<file path="src/rtl/softmax_pkg.sv">
// Shared types and constants for the softmax result reader.
package softmax_pkg;

  // Reader FSM: capture a vector, scan it element by element, then hold the result.
  typedef enum logic [1:0] {
    IDLE = 2'd0,
    SCAN = 2'd1,
    DONE = 2'd2
  } rdr_state_t;

  // 0.5 in Q.10
  localparam int DEFAULT_THRESH  = 512;
  // Allowed deviation of the probability sum from 1.0
  localparam int DEFAULT_SUM_TOL = 64;

  // Accumulator width that cannot overflow when summing n words of the given width.
  function automatic int sum_width(input int width, input int n);
    return width + $clog2(n);
  endfunction

endpackage

</file>
<file path="src/rtl/argmax_scan_step.sv">
// One combinational step of the argmax/sum scan: folds a single element into
// the running maximum and the running sum.
module argmax_scan_step #(
  parameter int WIDTH = 16,
  parameter int IDXW  = 4,
  parameter int SUMW  = 20
) (
  input  logic signed [WIDTH-1:0] elem,
  input  logic        [IDXW-1:0]  elem_idx,
  input  logic signed [WIDTH-1:0] max_val,
  input  logic        [IDXW-1:0]  max_idx,
  input  logic signed [SUMW-1:0]  acc,
  output logic signed [WIDTH-1:0] max_val_next,
  output logic        [IDXW-1:0]  max_idx_next,
  output logic signed [SUMW-1:0]  acc_next
);

  logic signed [SUMW-1:0] elem_ext;

  assign elem_ext = {{(SUMW-WIDTH){elem[WIDTH-1]}}, elem};

  // Strict greater-than keeps the earliest index on ties.
  always_comb begin
    max_val_next = max_val;
    max_idx_next = max_idx;
    if (elem > max_val) begin
      max_val_next = elem;
      max_idx_next = elem_idx;
    end
    acc_next = acc + elem_ext;
  end

endmodule

</file>
<file path="src/rtl/softmax_result_reader.sv">
// Captures one softmax probability vector, scans it one element per cycle and
// presents the top-1 class, its probability, the total and two sanity flags.
module softmax_result_reader
  import softmax_pkg::*;
#(
  parameter int N       = 10,
  parameter int WIDTH   = 16,
  parameter int NFRAC   = 10,
  parameter int THRESH  = DEFAULT_THRESH,
  parameter int SUM_TOL = DEFAULT_SUM_TOL,
  localparam int IDXW   = $clog2(N),
  localparam int SUMW   = sum_width(WIDTH, N)
) (
  input  logic                    clk,
  input  logic                    reset,
  input  logic signed [WIDTH-1:0] dataIn [N-1:0],
  input  logic                    in_valid,
  output logic                    in_ready,
  output logic        [IDXW-1:0]  class_idx,
  output logic signed [WIDTH-1:0] class_val,
  output logic signed [SUMW-1:0]  exp_sum,
  output logic                    confident,
  output logic                    sum_err,
  output logic                    out_valid,
  input  logic                    out_ready
);

  localparam logic        [IDXW-1:0]  LAST_IDX = IDXW'(N - 1);
  localparam logic signed [WIDTH-1:0] MOST_NEG = {1'b1, {(WIDTH-1){1'b0}}};
  localparam logic signed [WIDTH-1:0] THRESH_Q = WIDTH'(THRESH);
  localparam logic signed [SUMW:0]    ONE_Q    = (SUMW+1)'(1 << NFRAC);
  localparam logic signed [SUMW:0]    TOL_Q    = (SUMW+1)'(SUM_TOL);

  rdr_state_t              state_reg;
  logic signed [WIDTH-1:0] cap_reg [N-1:0];
  logic        [IDXW-1:0]  idx_reg;
  logic signed [WIDTH-1:0] max_val_reg;
  logic        [IDXW-1:0]  max_idx_reg;
  logic signed [SUMW-1:0]  acc_reg;

  logic                    in_ready_reg;
  logic                    out_valid_reg;
  logic        [IDXW-1:0]  class_idx_reg;
  logic signed [WIDTH-1:0] class_val_reg;
  logic signed [SUMW-1:0]  exp_sum_reg;
  logic                    confident_reg;
  logic                    sum_err_reg;

  logic                    capture_en;
  logic signed [WIDTH-1:0] cur_elem;
  logic signed [WIDTH-1:0] max_val_next;
  logic        [IDXW-1:0]  max_idx_next;
  logic signed [SUMW-1:0]  acc_next;
  logic signed [SUMW:0]    sum_dev;
  logic signed [SUMW:0]    sum_abs;
  logic                    confident_next;
  logic                    sum_err_next;

  // The buffer only loads on an accepted vector, so it is frozen during SCAN/DONE.
  assign capture_en = !reset && (state_reg == IDLE) && in_valid;

  for (genvar gi = 0; gi < N; gi++) begin : g_cap
    // Capture word gi of the incoming vector on acceptance.
    always_ff @(posedge clk) begin
      if (capture_en) begin
        cap_reg[gi] <= dataIn[gi];
      end
    end
  end

  assign cur_elem = cap_reg[idx_reg];

  argmax_scan_step #(
    .WIDTH (WIDTH),
    .IDXW  (IDXW),
    .SUMW  (SUMW)
  ) u_step (
    .elem         (cur_elem),
    .elem_idx     (idx_reg),
    .max_val      (max_val_reg),
    .max_idx      (max_idx_reg),
    .acc          (acc_reg),
    .max_val_next (max_val_next),
    .max_idx_next (max_idx_next),
    .acc_next     (acc_next)
  );

  // Flags derived from the final step; the sign-extended difference cannot wrap.
  always_comb begin
    sum_dev        = $signed({acc_next[SUMW-1], acc_next}) - ONE_Q;
    sum_abs        = sum_dev[SUMW] ? -sum_dev : sum_dev;
    sum_err_next   = (sum_abs > TOL_Q);
    confident_next = (max_val_next >= THRESH_Q);
  end

  // Reader FSM with scan state and registered result outputs.
  always_ff @(posedge clk) begin
    if (reset) begin
      state_reg     <= IDLE;
      idx_reg       <= '0;
      max_val_reg   <= MOST_NEG;
      max_idx_reg   <= '0;
      acc_reg       <= '0;
      in_ready_reg  <= 1'b1;
      out_valid_reg <= 1'b0;
      class_idx_reg <= '0;
      class_val_reg <= '0;
      exp_sum_reg   <= '0;
      confident_reg <= 1'b0;
      sum_err_reg   <= 1'b0;
    end else begin
      case (state_reg)
        IDLE: begin
          if (in_valid) begin
            idx_reg      <= '0;
            max_val_reg  <= MOST_NEG;
            max_idx_reg  <= '0;
            acc_reg      <= '0;
            in_ready_reg <= 1'b0;
            state_reg    <= SCAN;
          end
        end
        SCAN: begin
          max_val_reg <= max_val_next;
          max_idx_reg <= max_idx_next;
          acc_reg     <= acc_next;
          if (idx_reg == LAST_IDX) begin
            class_idx_reg <= max_idx_next;
            class_val_reg <= max_val_next;
            exp_sum_reg   <= acc_next;
            confident_reg <= confident_next;
            sum_err_reg   <= sum_err_next;
            out_valid_reg <= 1'b1;
            state_reg     <= DONE;
          end else begin
            idx_reg <= idx_reg + IDXW'(1);
          end
        end
        DONE: begin
          if (out_ready) begin
            out_valid_reg <= 1'b0;
            in_ready_reg  <= 1'b1;
            idx_reg       <= '0;
            state_reg     <= IDLE;
          end
        end
        default: begin
          state_reg     <= IDLE;
          in_ready_reg  <= 1'b1;
          out_valid_reg <= 1'b0;
        end
      endcase
    end
  end

  assign in_ready  = in_ready_reg;
  assign out_valid = out_valid_reg;
  assign class_idx = class_idx_reg;
  assign class_val = class_val_reg;
  assign exp_sum   = exp_sum_reg;
  assign confident = confident_reg;
  assign sum_err   = sum_err_reg;

endmodule

</file>
<file path="config.mk">
export PLATFORM = sky130hd
export DESIGN_NAME = softmax_result_reader
export DESIGN_NICKNAME = d
export VERILOG_FILES = /design/src/rtl/softmax_pkg.sv /design/src/rtl/argmax_scan_step.sv /design/src/rtl/softmax_result_reader.sv
export SDC_FILE = /design/constraint.sdc
export NUM_CORES = 1
export LEC_CHECK = 0
export CORE_MARGIN = 2
export CORE_UTILIZATION = 57
export CTS_CLUSTER_DIAMETER = 80
export CTS_CLUSTER_SIZE = 40
export DETAILED_ROUTE_END_ITERATION = 10
export GPL_ROUTABILITY_DRIVEN = 0
export PLACE_DENSITY = 0.89
export SYNTH_ARGS = -nofsm -noshare
export SYNTH_HDL_FRONTEND = slang
export SYNTH_SLANG_ARGS = --single-unit
</file>
<file path="constraint.sdc">
create_clock -name clk -period 53.4 [get_ports clk]
set_input_delay 10.68 -clock clk [delete_from_list [all_inputs] [get_ports clk]]
set_output_delay 10.68 -clock clk [all_outputs]
set_load 0.005 [all_outputs]
</file>
==> impl_metrics.py <==
metrics = {
    "timing": {
        "fmax_ghz": 0.0758,
        "skew_ns": 0.0896,
        "finalCritPeriodShare_pct": 24.7,
        "setup_ws_ns": 40.21,
        "rsz0062_at_grt": "false",
        "setup_viol_count_final": 0,
        "hold_viol": 0,
        "timing.slew.headroom_pct": 30.1,
        "fin_crit_ns": 13.19,
        "tns_ns": 0,
        "maxSlewViolCount": 0,
        "worst_pin_slew_ns": 1.05,
    },
    "cts": {
        "clockBufferDepth": 3,
        "cts_tree": "yes",
        "cts_num_sinks": 254,
        "hold_buffers": 0,
        "htree_levels": 1,
        "cts_resized": 0,
        "post_cts_buffers": 0,
        "root_buffer": "clkbuf_16",
        "path_clk_slew_ns": 0.13,
        "cts_buffers": 12,
        "worstSkewPairLatency_ns": 0.53,
    },
    "synthesis": {
        "yosys.cell_types.count": 81,
        "yosysMostFrequentCell": "edfxtp_1",
        "synth_top_cell_by_area": "edfxtp_1",
        "synth_edf_count": 160,
        "synth-seq-cells": 254,
        "ys_top_cells_by_count": "160 x edfxtp_1, 111 x nor2_1, 94 x dfxtp_1, 62 x a21oi_1, 52 x nand2_1",
        "syn_area_sq_um": 11700,
        "synth_area_per_cell_sq_um": 12.1,
        "synth_area_leaders": "edfxtp_1 41%, dfxtp_1 16%, mux4_2 6.2%",
        "synth_top_flop_cell": "edfxtp_1",
        "yosysSeqAreaShare_pct": 57.2,
        "synthCells": 964,
        "synthArstFlopShare_pct": 0,
        "ys_warn_count": 0,
        "syn_nets": 1166,
        "yosysTopAreaCellShare_pct": 41.1,
    },
    "setup_path": {
        "critical_path.endpoint_type": "register",
        "slowest_stage": "buf_4",
        "cp_max_fo": 90,
        "rrSetupSlack_ns": 47.68,
        "crit_type": "in2reg",
        "crit_path_frequent_cell": "buf_4",
        "crit_family": "buffers and inverters",
        "required_ns": 53.57,
        "worstReg2RegEnd": "sum_err",
        "critPathBufInv": 4,
        "path_cells": "buf_2 -> buf_4 -> nor4b_2 -> buf_4 -> buf_4",
        "arrival_ns": 13.36,
        "cpPeakStageDelay_ns": 0.92,
        "reg2regPathDepth": 15,
        "worst_setup_path_start_kind": "primary input",
    },
    "drt": {
        "via_per_inst": 6.07,
        "drtIter0Drc": 686,
        "vias": 8632,
        "firstDrtPassIters": 5,
        "ant_nets": 0,
        "wl_per_cell_microns": 20.5,
        "drc_errors": 0,
        "finalWirelength_mm": 29.1,
    },
    "global_routing": {
        "grt_overflow": 0,
        "grt_max_degree": 91,
        "antenna_found_initial": 0,
        "grt_pass1_wl_mm": 45.1,
        "track_usage_pct": 26.6,
        "grt_pass1_vias": 8504,
    },
    "power_and_ir_drop": {
        "p_per_area_nw_per_um2": 28.6,
        "p_leak_uw": 0.00495,
        "p_sw_uw": 114,
        "swShare_pct": 27.6,
        "p_seq_share_pct": 53.4,
        "power.internal_uw": 299,
        "ir_drop_uv": 29.3,
        "clock_power_share_pct": 26.8,
        "combPwrFrac_pct": 19.8,
    },
    "finish": {
        "largest_reg_flops": 160,
        "final_nets": 1349,
        "layout-drive-gt1-share_pct": 8.50,
        "fillCellCount": 1329,
        "multi_input_area_sq_um": 4730,
        "area_growth_pct": 23.2,
        "diodes": 0,
        "regArea_sq_um": 6690,
    },
    "floorplanning": {
        "die_h_microns": 147,
        "start_util_pct": 58.0,
        "die_w_microns": 147,
        "die_area_sq_um": 21700,
        "core_sq_um": 20200,
        "row_count": 52,
        "pin_count": 208,
    },
    "min_path": {
        "hp-start": "confident",
        "hold_class": "reg2reg",
        "hold_depth": 2,
        "holdPathEnd": "confident",
    },
    "place": {
        "portBuffers": 207,
        "place_ws_ns": 39.71,
        "hpwl_mm": 20.6,
    },
    "run_status": {
        "status": "completed",
    },
    "run": {
        "cap_violations": 0,
    },
}
## cell families (layout without fill, tap and decap cells)
| group | after synthesis | in the layout | share of synthesized area, % |
|---|---|---|---|
| AND/OR/NAND/NOR | 274 | 274 | 11.4 |
| flip-flops | 254 | 254 | 57.2 |
| AO/OA/AOI/OAI | 229 | 229 | 13.6 |
| adder cells (fa/ha/maj) | 38 | 38 | 4.13 |
| XOR/XNOR | 17 | 17 | 1.27 |
| buffers and inverters | 79 | 268 | 2.70 |
| multiplexers | 73 | 73 | 9.74 |
## per-stage QoR
stage               utilization, %  cells  total power [uW]  hold slack [ns]  area [sq um]
detailed placement            69.5   1403               304            0.444         14000
finish                        71.5   1423               413            0.452         14400
global placement              69.5   1403               302            0.440         14000
CTS                           71.5   1423               413            0.456         14400
floorplan                        -    964               279            0.436         11700
global route                  71.5   1423               427            0.473         14400
## tightest hold or removal path, cell delays in order, from the launching register on
cell,delay (ns)
dfxtp_1,0.32
nand2_1,0.05
a21oi_1,0.05
## layer usage
metal / vias to the layer above / GRT usage, % / wire length, microns
met1: 4126 / 33.0 / 11100
met2: 432 / 48.0 / 14800
met4: 0 / 6.78 / 852
met3: 64 / 5.37 / 2400
li1: 4010 / - / -
met5: - / 0 / 0
## cell usage in the layout, fill, tap and decap left out, drive strengths merged, types with 4 or more instances in the layout
cell type,instances
o22ai,10
clkbuf,14
a21o,8
xnor2,8
mux2,7
and2,6
nand2b,5
ha,37
and3,4
nor2b,30
o21a,6
mux2i,34
nand4,8
a22oi,30
dfxtp,94
nand3,6
edfxtp,160
mux4,32
nor2,111
buf,13
nand2,52
o211ai,7
nor3,17
a21oi,65
nor4,7
a31oi,4
o21ai,26
and4,5
or2,6
or3,5
inv,32
clkdlybuf4s50,206
a211oi,39
xor2,9
## worst max-delay path by stage
stage,slack [ns],end,cells past startpoint,startpoint
after floorplan,24.89,cap_reg[0][0],3,reset
after global placement,39.75,cap_reg[6][5],5,reset
final,40.21,cap_reg[4][3],5,reset
after global routing,40.03,cap_reg[6][6],5,reset
after detailed placement,39.71,cap_reg[3][5],5,reset
after CTS,40.26,cap_reg[8][10],5,reset
## power groups by stage
| stage | Sequential [uW] | Clock, uW | Combinational [uW] |
|---|---|---|---|
| floorplan | 226 | 0 | 52.6 |
| global placement | 224 | 0 | 77.4 |
| detailed placement | 225 | 0 | 79.3 |
| CTS | 221 | 112 | 80.5 |
| global route | 221 | 117 | 88.4 |
| finish | 221 | 111 | 81.8 |
## final cells by class
| cell class | instances | area share [%] |
|---|---|---|
| Sequential cell | 254 | 46.4 |
| Clock inverter | 6 | 0.564 |
| Timing Repair Buffer | 219 | 15.0 |
| Tap cell | 270 | 2.34 |
| Multi-Input combinational cell | 631 | 32.8 |
| Clock buffer | 14 | 2.14 |
| Inverter | 29 | 0.755 |
Power figures use the tool's default switching activity.
